`config.mk`:
```
export PLATFORM = sky130hd
export DESIGN_NAME = mem_access_unit
export DESIGN_NICKNAME = d
export VERILOG_FILES = /design/src/rtl/mem_access_unit.sv
export SDC_FILE = /design/constraint.sdc
export NUM_CORES = 1
export LEC_CHECK = 0
export ABC_AREA = 1
export BUFFER_PORTS_ARGS = -buffer_cell sky130_fd_sc_hd__clkbuf_2
export CORE_MARGIN = 2
export CORE_UTILIZATION = 47
export CTS_CLUSTER_SIZE = 12
export DETAILED_ROUTE_END_ITERATION = 8
export PLACE_DENSITY = 0.78
export SKIP_LAST_GASP = 1
export SLEW_MARGIN = 40
export SYNTH_ARGS = -nofsm -noshare
export SYNTH_HDL_FRONTEND = slang
export SYNTH_SLANG_ARGS = --single-unit
```
`constraint.sdc`:
```
create_clock -name clock -period 1.3 [get_ports clock]
set_input_delay 0.065 -clock clock [delete_from_list [all_inputs] [get_ports clock]]
set_output_delay 0.065 -clock clock [all_outputs]
set_load 0.05 [all_outputs]
```
`src/rtl/mem_access_unit.sv`:
```
// Single-request memory access sequencer: issues one load or store to an
// external memory, writes load data back to the register bank, aborts on timeout.
module mem_access_unit #(
   parameter int unsigned TIMEOUT = 15
) (
   input  logic       clock,
   input  logic       reset,
   input  logic       start,
   input  logic       isLoad,
   input  logic [7:0] addr,
   input  logic [7:0] storeData,
   output logic       memReq,
   output logic       memWe,
   output logic [7:0] memAddr,
   output logic [7:0] memWdata,
   input  logic [7:0] memRdata,
   input  logic       memAck,
   output logic [7:0] memWrite,
   output logic       RegMemWrite,
   output logic       busy,
   output logic       done,
   output logic       error
);

   typedef enum logic [2:0] {
      ST_IDLE = 3'd0,
      ST_REQ  = 3'd1,
      ST_WB   = 3'd2,
      ST_DONE = 3'd3,
      ST_ERR  = 3'd4
   } state_t;

   localparam logic [3:0] CNT_LAST = 4'(TIMEOUT - 1);

   state_t      state_r;
   state_t      state_s;
   logic [3:0]  cnt_r;
   logic        isload_r;
   logic [7:0]  addr_r;
   logic [7:0]  wdata_r;
   logic        we_r;
   logic [7:0]  rdata_r;
   logic        req_r;
   logic        wb_r;
   logic        busy_r;
   logic        done_r;
   logic        error_r;

   logic        req_s;
   logic        wb_s;
   logic        busy_s;
   logic        done_s;
   logic        error_s;
   logic        accept_s;

   assign accept_s = (state_r == ST_IDLE) && start;

   // State register; reset abandons any operation in flight.
   always_ff @(posedge clock) begin
      if (!reset) begin
         state_r <= ST_IDLE;
      end else begin
         state_r <= state_s;
      end
   end

   // Next-state decode; an ack in the last allowed REQ cycle beats the timeout.
   always_comb begin
      state_s = state_r;
      case (state_r)
         ST_IDLE: begin
            if (start) begin
               state_s = ST_REQ;
            end else begin
               state_s = ST_IDLE;
            end
         end
         ST_REQ: begin
            if (memAck) begin
               if (isload_r) begin
                  state_s = ST_WB;
               end else begin
                  state_s = ST_DONE;
               end
            end else if (cnt_r == CNT_LAST) begin
               state_s = ST_ERR;
            end else begin
               state_s = ST_REQ;
            end
         end
         ST_WB:   state_s = ST_DONE;
         ST_DONE: state_s = ST_IDLE;
         ST_ERR:  state_s = ST_IDLE;
         default: state_s = ST_IDLE;
      endcase
   end

   // Output decode from the next state so the strobes leave a register aligned with the state.
   always_comb begin
      req_s   = 1'b0;
      wb_s    = 1'b0;
      done_s  = 1'b0;
      error_s = 1'b0;
      busy_s  = (state_s != ST_IDLE);
      case (state_s)
         ST_IDLE: req_s = 1'b0;
         ST_REQ:  req_s = 1'b1;
         ST_WB:   wb_s  = 1'b1;
         ST_DONE: done_s = 1'b1;
         ST_ERR: begin
            done_s  = 1'b1;
            error_s = 1'b1;
         end
         default: req_s = 1'b0;
      endcase
   end

   // Registered control outputs.
   always_ff @(posedge clock) begin
      if (!reset) begin
         req_r   <= 1'b0;
         wb_r    <= 1'b0;
         busy_r  <= 1'b0;
         done_r  <= 1'b0;
         error_r <= 1'b0;
      end else begin
         req_r   <= req_s;
         wb_r    <= wb_s;
         busy_r  <= busy_s;
         done_r  <= done_s;
         error_r <= error_s;
      end
   end

   // Operand latches; only a start accepted in IDLE may change them.
   always_ff @(posedge clock) begin
      if (!reset) begin
         addr_r   <= 8'h00;
         wdata_r  <= 8'h00;
         isload_r <= 1'b0;
         we_r     <= 1'b0;
      end else if (accept_s) begin
         addr_r   <= addr;
         wdata_r  <= storeData;
         isload_r <= isLoad;
         we_r     <= ~isLoad;
      end
   end

   // Timeout counter: cleared on accept, counts unacknowledged REQ cycles.
   always_ff @(posedge clock) begin
      if (!reset) begin
         cnt_r <= 4'd0;
      end else if (accept_s) begin
         cnt_r <= 4'd0;
      end else if ((state_r == ST_REQ) && !memAck) begin
         cnt_r <= cnt_r + 4'd1;
      end
   end

   // Load result register; untouched by stores and timeouts.
   always_ff @(posedge clock) begin
      if (!reset) begin
         rdata_r <= 8'h00;
      end else if ((state_r == ST_REQ) && memAck && isload_r) begin
         rdata_r <= memRdata;
      end
   end

   assign memReq      = req_r;
   assign memWe       = we_r;
   assign memAddr     = addr_r;
   assign memWdata    = wdata_r;
   assign memWrite    = rdata_r;
   assign RegMemWrite = wb_r;
   assign busy        = busy_r;
   assign done        = done_r;
   assign error       = error_r;

endmodule
```
==> out/metrics.csv, run 1 <==
stage,metric,value,unit
floorplanning,die_width,60.6,um
setup_path,ff2ff_path_depth,5,
setup_path,r2r-start,state_r[2],
global_routing,number_of_antenna_violations_at_the_first_check_in_global_routing,0,
timing,slew-limit-headroom,80.7,%
cts,cts_max_level,2,
setup_path,critical_path.startpoint_type,flop,
setup_path,capture_point_of_the_worst_path,isload_r,
logic_synthesis,synth.largest_area_cell,sky130_fd_sc_hd__dfxtp_1,
timing,finalSetupViolCount,0,
power,power_density,1130,nW/um2
logic_synthesis,synth.most_common_cell,sky130_fd_sc_hd__nand2_1,
power,power.static_leakage,0.00102,uW
logic_synthesis,synth_top_cells_by_count,"sky130_fd_sc_hd__nand2_1, sky130_fd_sc_hd__dfxtp_1, sky130_fd_sc_hd__a21oi_1",
floorplanning,die_h,60.6,um
logic_synthesis,asyncSetResetFlopFracSynth,0,%
global_routing,grt_pass1_vias,1417,
setup_path,cp-end-kind,flop,
drt,wl,3.93,mm
logic_synthesis,synth.net_count,216,
logic_synthesis,yosysWarnings,0,
floorplanning,io_pins,59,
cts,ctsRootBufferMaster,sky130_fd_sc_hd__clkbuf_4,
floorplanning,design.die.area,3670,um2
power,p_int,1680,uW
cts,tritoncts,built,
cts,cts-root-to-sink-buffers,2,
power,switch_pwr,773,uW
placed_design,place_hpwl,2.50,mm
worst_hold_path,timing.hold.worst_path_depth,3,
drt,drc,0,
timing,worst_pin_slew,0.291,ns
global_routing,globalRouteTotalUtil,21.7,%
worst_hold_path,hold_path.class,primary input to flop,
outcome,run_status,completed,
timing,hold_viol_final,0,
layout,fin_area,2170,um2
logic_synthesis,share_of_synthesized_area_occupied_by_flip_flops_and_latches,50.5,%
global_routing,grt_max_degree,18,
placed_design,dpl_cell_area,1860,um2
placed_design,placement.io_buffers,58,
timing,finalMaxSlewViolations,0,
timing,fin_worst_skew,0.00535,ns
setup_path,critPathKind,flop to flop,
drt,first_pass_detailed_route_iteration_total,4,
cts,worstSkewPairLatency,0.33,ns
drt,routed_via_density,4.86,
layout,insertedDiodeCount,0,
cts,clk_pin_slew_worst_paths,0.10,ns
setup_path,ff2ff_setup_slack,0.1,ns
floorplanning,floorplan.initialDensity,49.3,%
floorplanning,row_count,20,
power,max-vdd-ir-drop,0.742,mV
logic_synthesis,ys_ff_latch,38,
layout,area_growth,44.3,%
power,combinationalPowerShare,24.6,%
setup_path,timing.critical_path.arrival,1.44,ns
global_routing,globalRoute.busiestLayer,met2,
setup_path,top_fanout_value_on_the_critical_path,7,
global_routing,global_route.overflow_total,0,
power,pwr-share-seq,51.6,%
logic_synthesis,synth-edff-count,0,
timing,setup_total_negative_slack,0,ns
timing,timing.final.crit_share,92.5,%
drt,wl_per_cell,12.3,um
power,net_sw_share,31.6,%
logic_synthesis,yosysUniqueCellTypes,22,
logic_synthesis,synthCells,185,
setup_path,crit_start,state_r[2],
cts,clock_sinks,38,
logic_synthesis,syn_area_per_cell,8.14,um2
setup_path,worst_path_largest_cell_delay,0.37,ns
layout,final_layout_size_suffix_gt1_share,32.0,%
global_routing,grtUsageMet2,39.0,%
drt,routed-via-count,1549,
drt,postRouteAntennaNets,0,
global_routing,wire_length_of_the_first_global_routing_pass,5.91,mm
global_routing,met3_resource_use_gr,6.61,%
timing,maxClockFrequency,831,MHz
logic_synthesis,netlist.area_leader.share,50.5,%
layout,layout.nets,307,
setup_path,worstPathCellList,"nor2_2, nand2_4, or2_1, nand2_1, nor2_1",
placed_design,place_congestion,0.763,
drt,drt_iter0_markers,65,
setup_path,worst_ep_required_time,1.53,ns
logic_synthesis,synth_top_flop_cell,sky130_fd_sc_hd__dfxtp_1,
global_routing,grt_util_met1,23.7,%
logic_synthesis,syn-cell-area,1510,um2
floorplanning,core_area,3050,um2
job,number_of_maximum_capacitance_constraint_violations,0,
timing,period_needed,1.20,ns
setup_path,slowest_cell_on_the_critical_path,sky130_fd_sc_hd__dfxtp_1,
power,p_clk_share,23.7,%
power,power.total,2450,uW
setup_path,crit-reg2reg-capture,isload_r,
cts,cts_buffers,5,
logic_synthesis,synth_area_leaders,"sky130_fd_sc_hd__dfxtp_1, sky130_fd_sc_hd__nand2_1, sky130_fd_sc_hd__a21oi_1, sky130_fd_sc_hd__nand3_1, sky130_fd_sc_hd__nand4_1",
cells in the final DEF (no fill, tap or decap), drive strengths merged:
master	n
o21ai	1
nand3	21
a21oi	30
buf	10
dlygate4sd3	25
nand2	50
dfxtp	38
inv	12
clkbuf	64
ha	2
nand4	11
or2	1
xor2	1
clkinv	1
nor2	8
cell type report:
type	count	area (um2)
tap	44	55.1
clock buffer	6	51.3
fill	255	881
multi-input combinational	125	639
sequential	38	762
timing repair buffer	93	616
inverter	13	48.8
cells by family after synthesis:
logic type	Yosys count	synth area share [%]
adder cells (fa/ha/maj)	2	1.66
AO/OA/AOI/OAI	31	10.6
AND/OR/NAND/NOR	91	29.2
buffers and inverters	22	7.48
XOR/XNOR	1	0.582
flip-flops	38	50.5
layer usage:
metal | part of all wire (%) | vias to the layer above
met5 | 0 | -
met4 | 1.2 | 0
met3 | 5.9 | 6
met2 | 51 | 51
met1 | 41 | 695
li1 | - | 797
repair_timing:
item                                   4_1_cts  5_1_grt
resized for setup                            0        3
buffers inserted                             0        0
endpoints found under the hold margin       25        0
hold buffers                                25        0
setup endpoints to repair                    0        5
worst min-delay path by stage:
stage | slack (ns) | startpoint | endpoint
after floorplan | 0.18 | reset | state_r[1]
after global placement | 0.32 | storeData[2] | memWdata[2]
after detailed placement | 0.33 | storeData[2] | memWdata[2]
after CTS | 0.02 | reset | isload_r
after global routing | 0.06 | reset | isload_r
final | 0.04 | reset | isload_r
through the flow:
step | hold WS, ns | util [%] | setup WS (ns) | cells
2_1_floorplan | 0.179 | - | 0.225 | 185
3_3_place_gp | 0.322 | 61.0 | 0.184 | 288
3_5_place_dp | 0.326 | 61.0 | 0.105 | 288
4_1_cts | 0.0200 | 70.9 | 0.0924 | 319
5_1_grt | 0.0605 | 71.1 | -0.00257 | 319
6_report | 0.0439 | 71.1 | 0.0973 | 319
critical path: cells and delay by family (launching register included):
family           cells  cell delay, ns
DFF                  1            0.37
and+or+nand+nor      5            0.75
power groups by stage:
stage | combinational (uW) | clock [uW] | sequential (uW)
final | 603 | 581 | 1260
after global routing | 649 | 651 | 1270
after CTS | 595 | 610 | 1260
after detailed placement | 535 | 0 | 1290
after global placement | 530 | 0 | 1290
after floorplan | 211 | 0 | 1470
registers in the layout (all words and copies together) (netlist names):
name / count
done: 1
busy: 1
cnt_r: 4
memWdata: 8
memReq: 1
state_r: 3
error: 1
memAddr: 8
memWrite: 8
RegMemWrite: 1
memWe: 1
isload_r: 1
Note: power is estimated with default switching activity, not from simulation.
==> run 2, diff against run 1 <==
- BUFFER_PORTS_ARGS: -buffer_cell sky130_fd_sc_hd__clkbuf_2 -> -buffer_cell sky130_fd_sc_hd__buf_2
==> out/metrics.csv, run 2 (same netlist as run 1, synthesis figures left out) <==
stage,metric,value,unit
outcome,run_status,completed,
timing,slew-limit-headroom,82.6,%
job,number_of_maximum_capacitance_constraint_violations,0,
floorplanning,die_h,60.6,um
power,power.static_leakage,0.00105,uW
power,power_density,1130,nW/um2
drt,drt_iter0_markers,100,
global_routing,globalRouteTotalUtil,21.2,%
drt,first_pass_detailed_route_iteration_total,4,
power,max-vdd-ir-drop,0.841,mV
setup_path,critPathKind,flop to flop,
cts,clk_pin_slew_worst_paths,0.11,ns
drt,postRouteAntennaNets,0,
floorplanning,die_width,60.6,um
drt,wl,3.74,mm
global_routing,globalRoute.busiestLayer,met2,
timing,rsz0062_at_grt,no,
cts,tritoncts,built,
power,power.total,2490,uW
cts,cts_max_level,2,
layout,final_cell_mix,"sky130_fd_sc_hd__buf_2, sky130_fd_sc_hd__nand2_1, sky130_fd_sc_hd__dfxtp_1, sky130_fd_sc_hd__a21oi_1, sky130_fd_sc_hd__dlygate4sd3_1",
floorplanning,core_area,3050,um2
floorplanning,floorplan.initialDensity,49.3,%
cts,cts_buffers,5,
timing,fin_worst_skew,0.00891,ns
setup_path,slowest_cell_on_the_critical_path,sky130_fd_sc_hd__dfxtp_1,
cts,clock_sinks,38,
global_routing,grt_util_met1,24.4,%
global_routing,met3_resource_use_gr,7.04,%
layout,layout.core_utilization,71.8,%
drt,drc,0,
cts,worstSkewPairLatency,0.34,ns
placed_design,place_congestion,0.762,
timing,setup_total_negative_slack,0,ns
floorplanning,design.die.area,3670,um2
timing,hold_viol_final,0,
layout,layout.cells.most_common,sky130_fd_sc_hd__buf_2,
drt,routed-via-count,1559,
timing,period_needed,1.15,ns
setup_path,worstPathCellList,"nor2_2, nand2_4, or2_1, nand2_1, nor2_1",
worst_hold_path,worstHoldStart,memAck,
timing,maxClockFrequency,873,MHz
global_routing,grtUsageMet2,36.7,%
setup_path,critical_path.startpoint_type,flop,
layout,final_layout_size_suffix_gt1_share,32.3,%
worst_hold_path,whs_endpoint,memWrite[2],
setup_path,ff2ff_path_depth,5,
layout,area_used_by_sequential_logic_in_the_layout,762,um2
setup_path,timing.critical_path.arrival,1.38,ns
layout,insertedDiodeCount,0,
setup_path,cp-end-kind,flop,
setup_path,worst_ep_required_time,1.54,ns
drt,wl_per_cell,11.6,um
layout,layout.nets,309,
placed_design,place_hpwl,2.42,mm
setup_path,top_fanout_value_on_the_critical_path,7,
worst_hold_path,hold_path.class,primary input to flop,
global_routing,global_route.overflow_total,0,
cts,ctsRootBufferMaster,sky130_fd_sc_hd__clkbuf_4,
setup_path,r2r-start,state_r[2],
floorplanning,row_count,20,
timing,finalSetupViolCount,0,
timing,timing.final.crit_share,88.1,%
global_routing,grt_max_degree,19,
setup_path,ff2ff_setup_slack,0.15,ns
layout,filler_cell_count,266,
cts,cts-root-to-sink-buffers,2,
worst_hold_path,timing.hold.worst_path_depth,3,
setup_path,worst_path_largest_cell_delay,0.35,ns
global_routing,grt_pass1_vias,1383,
global_routing,wire_length_of_the_first_global_routing_pass,5.79,mm
drt,routed_via_density,4.83,
floorplanning,io_pins,59,
placed_design,placement.io_buffers,58,
timing,worst_pin_slew,0.261,ns
layout,area_growth,45.6,%
layout,multi_input_comb_area,632,um2
timing,finalMaxSlewViolations,0,
global_routing,number_of_antenna_violations_at_the_first_check_in_global_routing,0,
setup_path,crit-reg2reg-capture,isload_r,
==> run 2: cell count changes in the layout (fill, tap and decap cells not counted) <==
cell                            before  now
sky130_fd_sc_hd__buf_2               0   58
sky130_fd_sc_hd__clkbuf_2           58    0
sky130_fd_sc_hd__buf_4              10   11
sky130_fd_sc_hd__clkbuf_1            0    1
sky130_fd_sc_hd__clkinv_2            0    1
sky130_fd_sc_hd__dlygate4sd3_1      25   26
sky130_fd_sc_hd__inv_1              11   10
sky130_fd_sc_hd__inv_2               1    2
sky130_fd_sc_hd__nand2_1            45   46
sky130_fd_sc_hd__nand2_2             4    3
sky130_fd_sc_hd__nor2_2              2    3
sky130_fd_sc_hd__nor2_4              2    1
==> run 2: repair_timing <==
action,CTS,global route
endpoints found under the hold margin,25,1
setup buffers,0,0
hold buffers,25,1
gates resized for setup,0,2
setup endpoints to repair,0,4
==> run 2: layout make-up <==
type                    instances  area share [%]
flip-flops and latches         38            34.8
repair buffers                 95            28.9
multi-input cells             125            28.8
clock buffers                   7            2.51
well taps                      44            2.51
inverters                      13            2.23
clock inverters                 1           0.228
==> run 2: through the flow <==
stage	cell area, um2	cells	worst slack, ns	hold WS [ns]
2_1_floorplan	1510	185	0.225	0.179
3_3_place_gp	1870	289	0.198	0.338
3_5_place_dp	1870	289	0.134	0.344
4_1_cts	2180	322	0.114	0.00187
5_1_grt	2190	323	0.0365	0.0996
6_report	2190	323	0.154	0.117
==> run 2: how the worst max path moves through the flow <==
stage                from  endpoint  slack [ns]  depth (start not counted)
3_5_place_dp   state_r[0]  cnt_r[1]        0.13                          6
6_report       state_r[2]  isload_r        0.15                          5
5_1_grt        state_r[1]  cnt_r[0]        0.04                          7
3_3_place_gp   state_r[2]  isload_r        0.20                          5
4_1_cts        state_r[0]  cnt_r[2]        0.11                          6
2_1_floorplan  state_r[1]  isload_r        0.23                          5
==> run 2: critical path: cells and delay by family (launching register included) <==
family	cells	cell delay, ns
flip-flops	1	0.35
AND/OR/NAND/NOR	5	0.71
==> run 2: metal layers <==
metal	up-vias	part of all wire [%]	wire length, um
li1	804	-	-
met1	704	42	1560
met2	44	50	1890
met3	7	5.9	221
met4	0	1.7	65
met5	-	0	0
==> run 2: power by group <==
group          internal (uW)  total, uW  switching, uW
Combinational            212        605            393
Sequential              1230       1260           35.4
Clock                    262        619            356
==> run 3, diff against run 2 <==
- CORE_MARGIN: 2 -> not set
- CTS_CLUSTER_SIZE: 12 -> not set
==> out/metrics.csv, run 3 (same netlist as run 1, synthesis figures left out) <==
stage,metric,value,unit
power,power_density,1160,nW/um2
drt,drt_iter0_markers,91,
timing,finalSetupViolCount,0,
worst_hold_path,hold_path.class,primary input to flop,
floorplanning,design.die.area,3430,um2
cts,postCtsSetupBuffers,0,
timing,slew-limit-headroom,82.7,%
global_routing,grt_max_degree,23,
cts,ctsRootBufferMaster,sky130_fd_sc_hd__clkbuf_4,
layout,final_layout_size_suffix_gt1_share,32.1,%
floorplanning,floorplan.initialDensity,49.3,%
setup_path,critical_path.startpoint_type,flop,
timing,setup_total_negative_slack,0,ns
cts,cts_max_level,2,
global_routing,number_of_antenna_violations_at_the_first_check_in_global_routing,0,
layout,post_layout_nonfiller_instances,318,
layout,layout.cells.most_common,sky130_fd_sc_hd__buf_2,
timing,maxClockFrequency,851,MHz
cts,clock_sinks,38,
layout,final_cell_mix,"sky130_fd_sc_hd__buf_2, sky130_fd_sc_hd__nand2_1, sky130_fd_sc_hd__dfxtp_1, sky130_fd_sc_hd__a21oi_1, sky130_fd_sc_hd__dlygate4sd3_1",
global_routing,grt_pass1_vias,1528,
cts,clk_pin_slew_worst_paths,0.11,ns
placed_design,placement.io_buffers,58,
power,power.static_leakage,0.00103,uW
setup_path,worst_ep_required_time,1.59,ns
floorplanning,die_h,58.6,um
cts,tritoncts,built,
job,number_of_maximum_capacitance_constraint_violations,0,
drt,routed-via-count,1534,
power,max-vdd-ir-drop,0.755,mV
floorplanning,core_area,3050,um2
timing,finalMaxSlewViolations,0,
global_routing,global_route.overflow_total,0,
setup_path,cp-end-kind,flop,
outcome,run_status,completed,
placed_design,dpl.cell_count,285,
timing,period_needed,1.17,ns
timing,hold_viol_final,0,
timing,rsz0062_at_grt,no,
drt,wl,3.89,mm
global_routing,wire_length_of_the_first_global_routing_pass,6.32,mm
setup_path,top_fanout_value_on_the_critical_path,4,
setup_path,critPathKind,flop to flop,
setup_path,ff2ff_setup_slack,0.13,ns
drt,wl_per_cell,12.2,um
timing,timing.final.crit_share,90.4,%
setup_path,timing.critical_path.arrival,1.46,ns
drt,routed_via_density,4.82,
drt,first_pass_detailed_route_iteration_total,6,
timing,whs,0.0171,ns
placed_design,place_congestion,0.753,
floorplanning,io_pins,59,
cts,cts-root-to-sink-buffers,2,
floorplanning,die_width,58.6,um
timing,fin_worst_skew,0.0157,ns
cts,cts_buffers,5,
layout,insertedDiodeCount,0,
global_routing,globalRouteTotalUtil,24.7,%
cts,worstSkewPairLatency,0.35,ns
layout,layout.nets,304,
layout,filler_cell_count,262,
floorplanning,row_count,20,
drt,drc,0,
drt,postRouteAntennaNets,0,
layout,area_growth,43.7,%
timing,worst_pin_slew,0.261,ns
placed_design,place_hpwl,2.41,mm
run 3: changes by cell type in the layout (fill, tap and decap cells not counted):
cell                            change
sky130_fd_sc_hd__inv_2              -1
sky130_fd_sc_hd__nor2_4             +1
sky130_fd_sc_hd__dlygate4sd3_1      -1
sky130_fd_sc_hd__nand2_2            +1
sky130_fd_sc_hd__dfxtp_1            -1
sky130_fd_sc_hd__clkinvlp_4         +1
sky130_fd_sc_hd__nor2_2             -1
sky130_fd_sc_hd__inv_1              +1
sky130_fd_sc_hd__nand2_1            -1
sky130_fd_sc_hd__clkbuf_1           -1
sky130_fd_sc_hd__dfxtp_2            +1
sky130_fd_sc_hd__buf_4              -4
run 3: worst max-delay path, cell delays in order (launching register included):
cell and delay, ns:
sky130_fd_sc_hd__dfxtp_1 0.33, sky130_fd_sc_hd__inv_1 0.07, sky130_fd_sc_hd__ha_1 0.18, sky130_fd_sc_hd__nand3_1 0.09, sky130_fd_sc_hd__nor2_1 0.16, sky130_fd_sc_hd__nand3_2 0.13
sky130_fd_sc_hd__nand2_1 0.09, sky130_fd_sc_hd__inv_1 0.04, sky130_fd_sc_hd__nand2_1 0.05
run 3: layer usage:
metal / GRT usage [%] / wire (um) / vias to the layer above
met1: 26.0 / 1560 / 674
met5: 0 / 0 / -
met2: 44.2 / 1990 / 56
met3: 5.93 / 224 / 14
met4: 15.3 / 125 / 0
li1: - / - / 790
run 3: final timing paths:
path | startpoint | cells after the start | endpoint
worst max-delay path | cnt_r[0] | 8 | busy
worst min-delay path | reset | 3 | isload_r
worst max register to register | cnt_r[0] | 8 | busy
worst min register to register | memAddr[0] | 2 | memAddr[0]
run 3: through the flow:
| stage | util, % | total power (uW) | setup WS, ns | area (um2) |
|---|---|---|---|---|
| floorplan | - | 1680 | 0.225 | 1510 |
| global placement | 60.2 | 1810 | 0.188 | 1840 |
| detailed placement | 60.2 | 1820 | 0.0739 | 1840 |
| CTS | 70.5 | 2510 | 0.0405 | 2150 |
| global route | 70.9 | 2630 | 0.00824 | 2160 |
| finish | 70.9 | 2500 | 0.125 | 2160 |
run 3: what timing repair did:
action	CTS	global route
resized for setup	0	4
endpoints found under the setup margin	0	6
hold buffers	25	0
endpoints found under the hold margin	25	0
run 3: power by group:
group          switching [uW]  leakage, uW  internal (uW)
clock network             383    0.0000343            260
logic                     397     0.000686            201
registers                33.3     0.000311           1230
total                     813      0.00103           1690
run 3: final cells by class:
| cell class | count | area, um2 | area share (%) |
|---|---|---|---|
| timing repair buffer | 90 | 593 | 27.4 |
| sequential | 38 | 763 | 35.3 |
| clock buffer | 6 | 51.3 | 2.37 |
| multi-input combinational | 125 | 639 | 29.6 |
| clock inverter | 2 | 12.5 | 0.578 |
| tap | 44 | 55.1 | 2.54 |
| inverter | 13 | 48.8 | 2.26 |
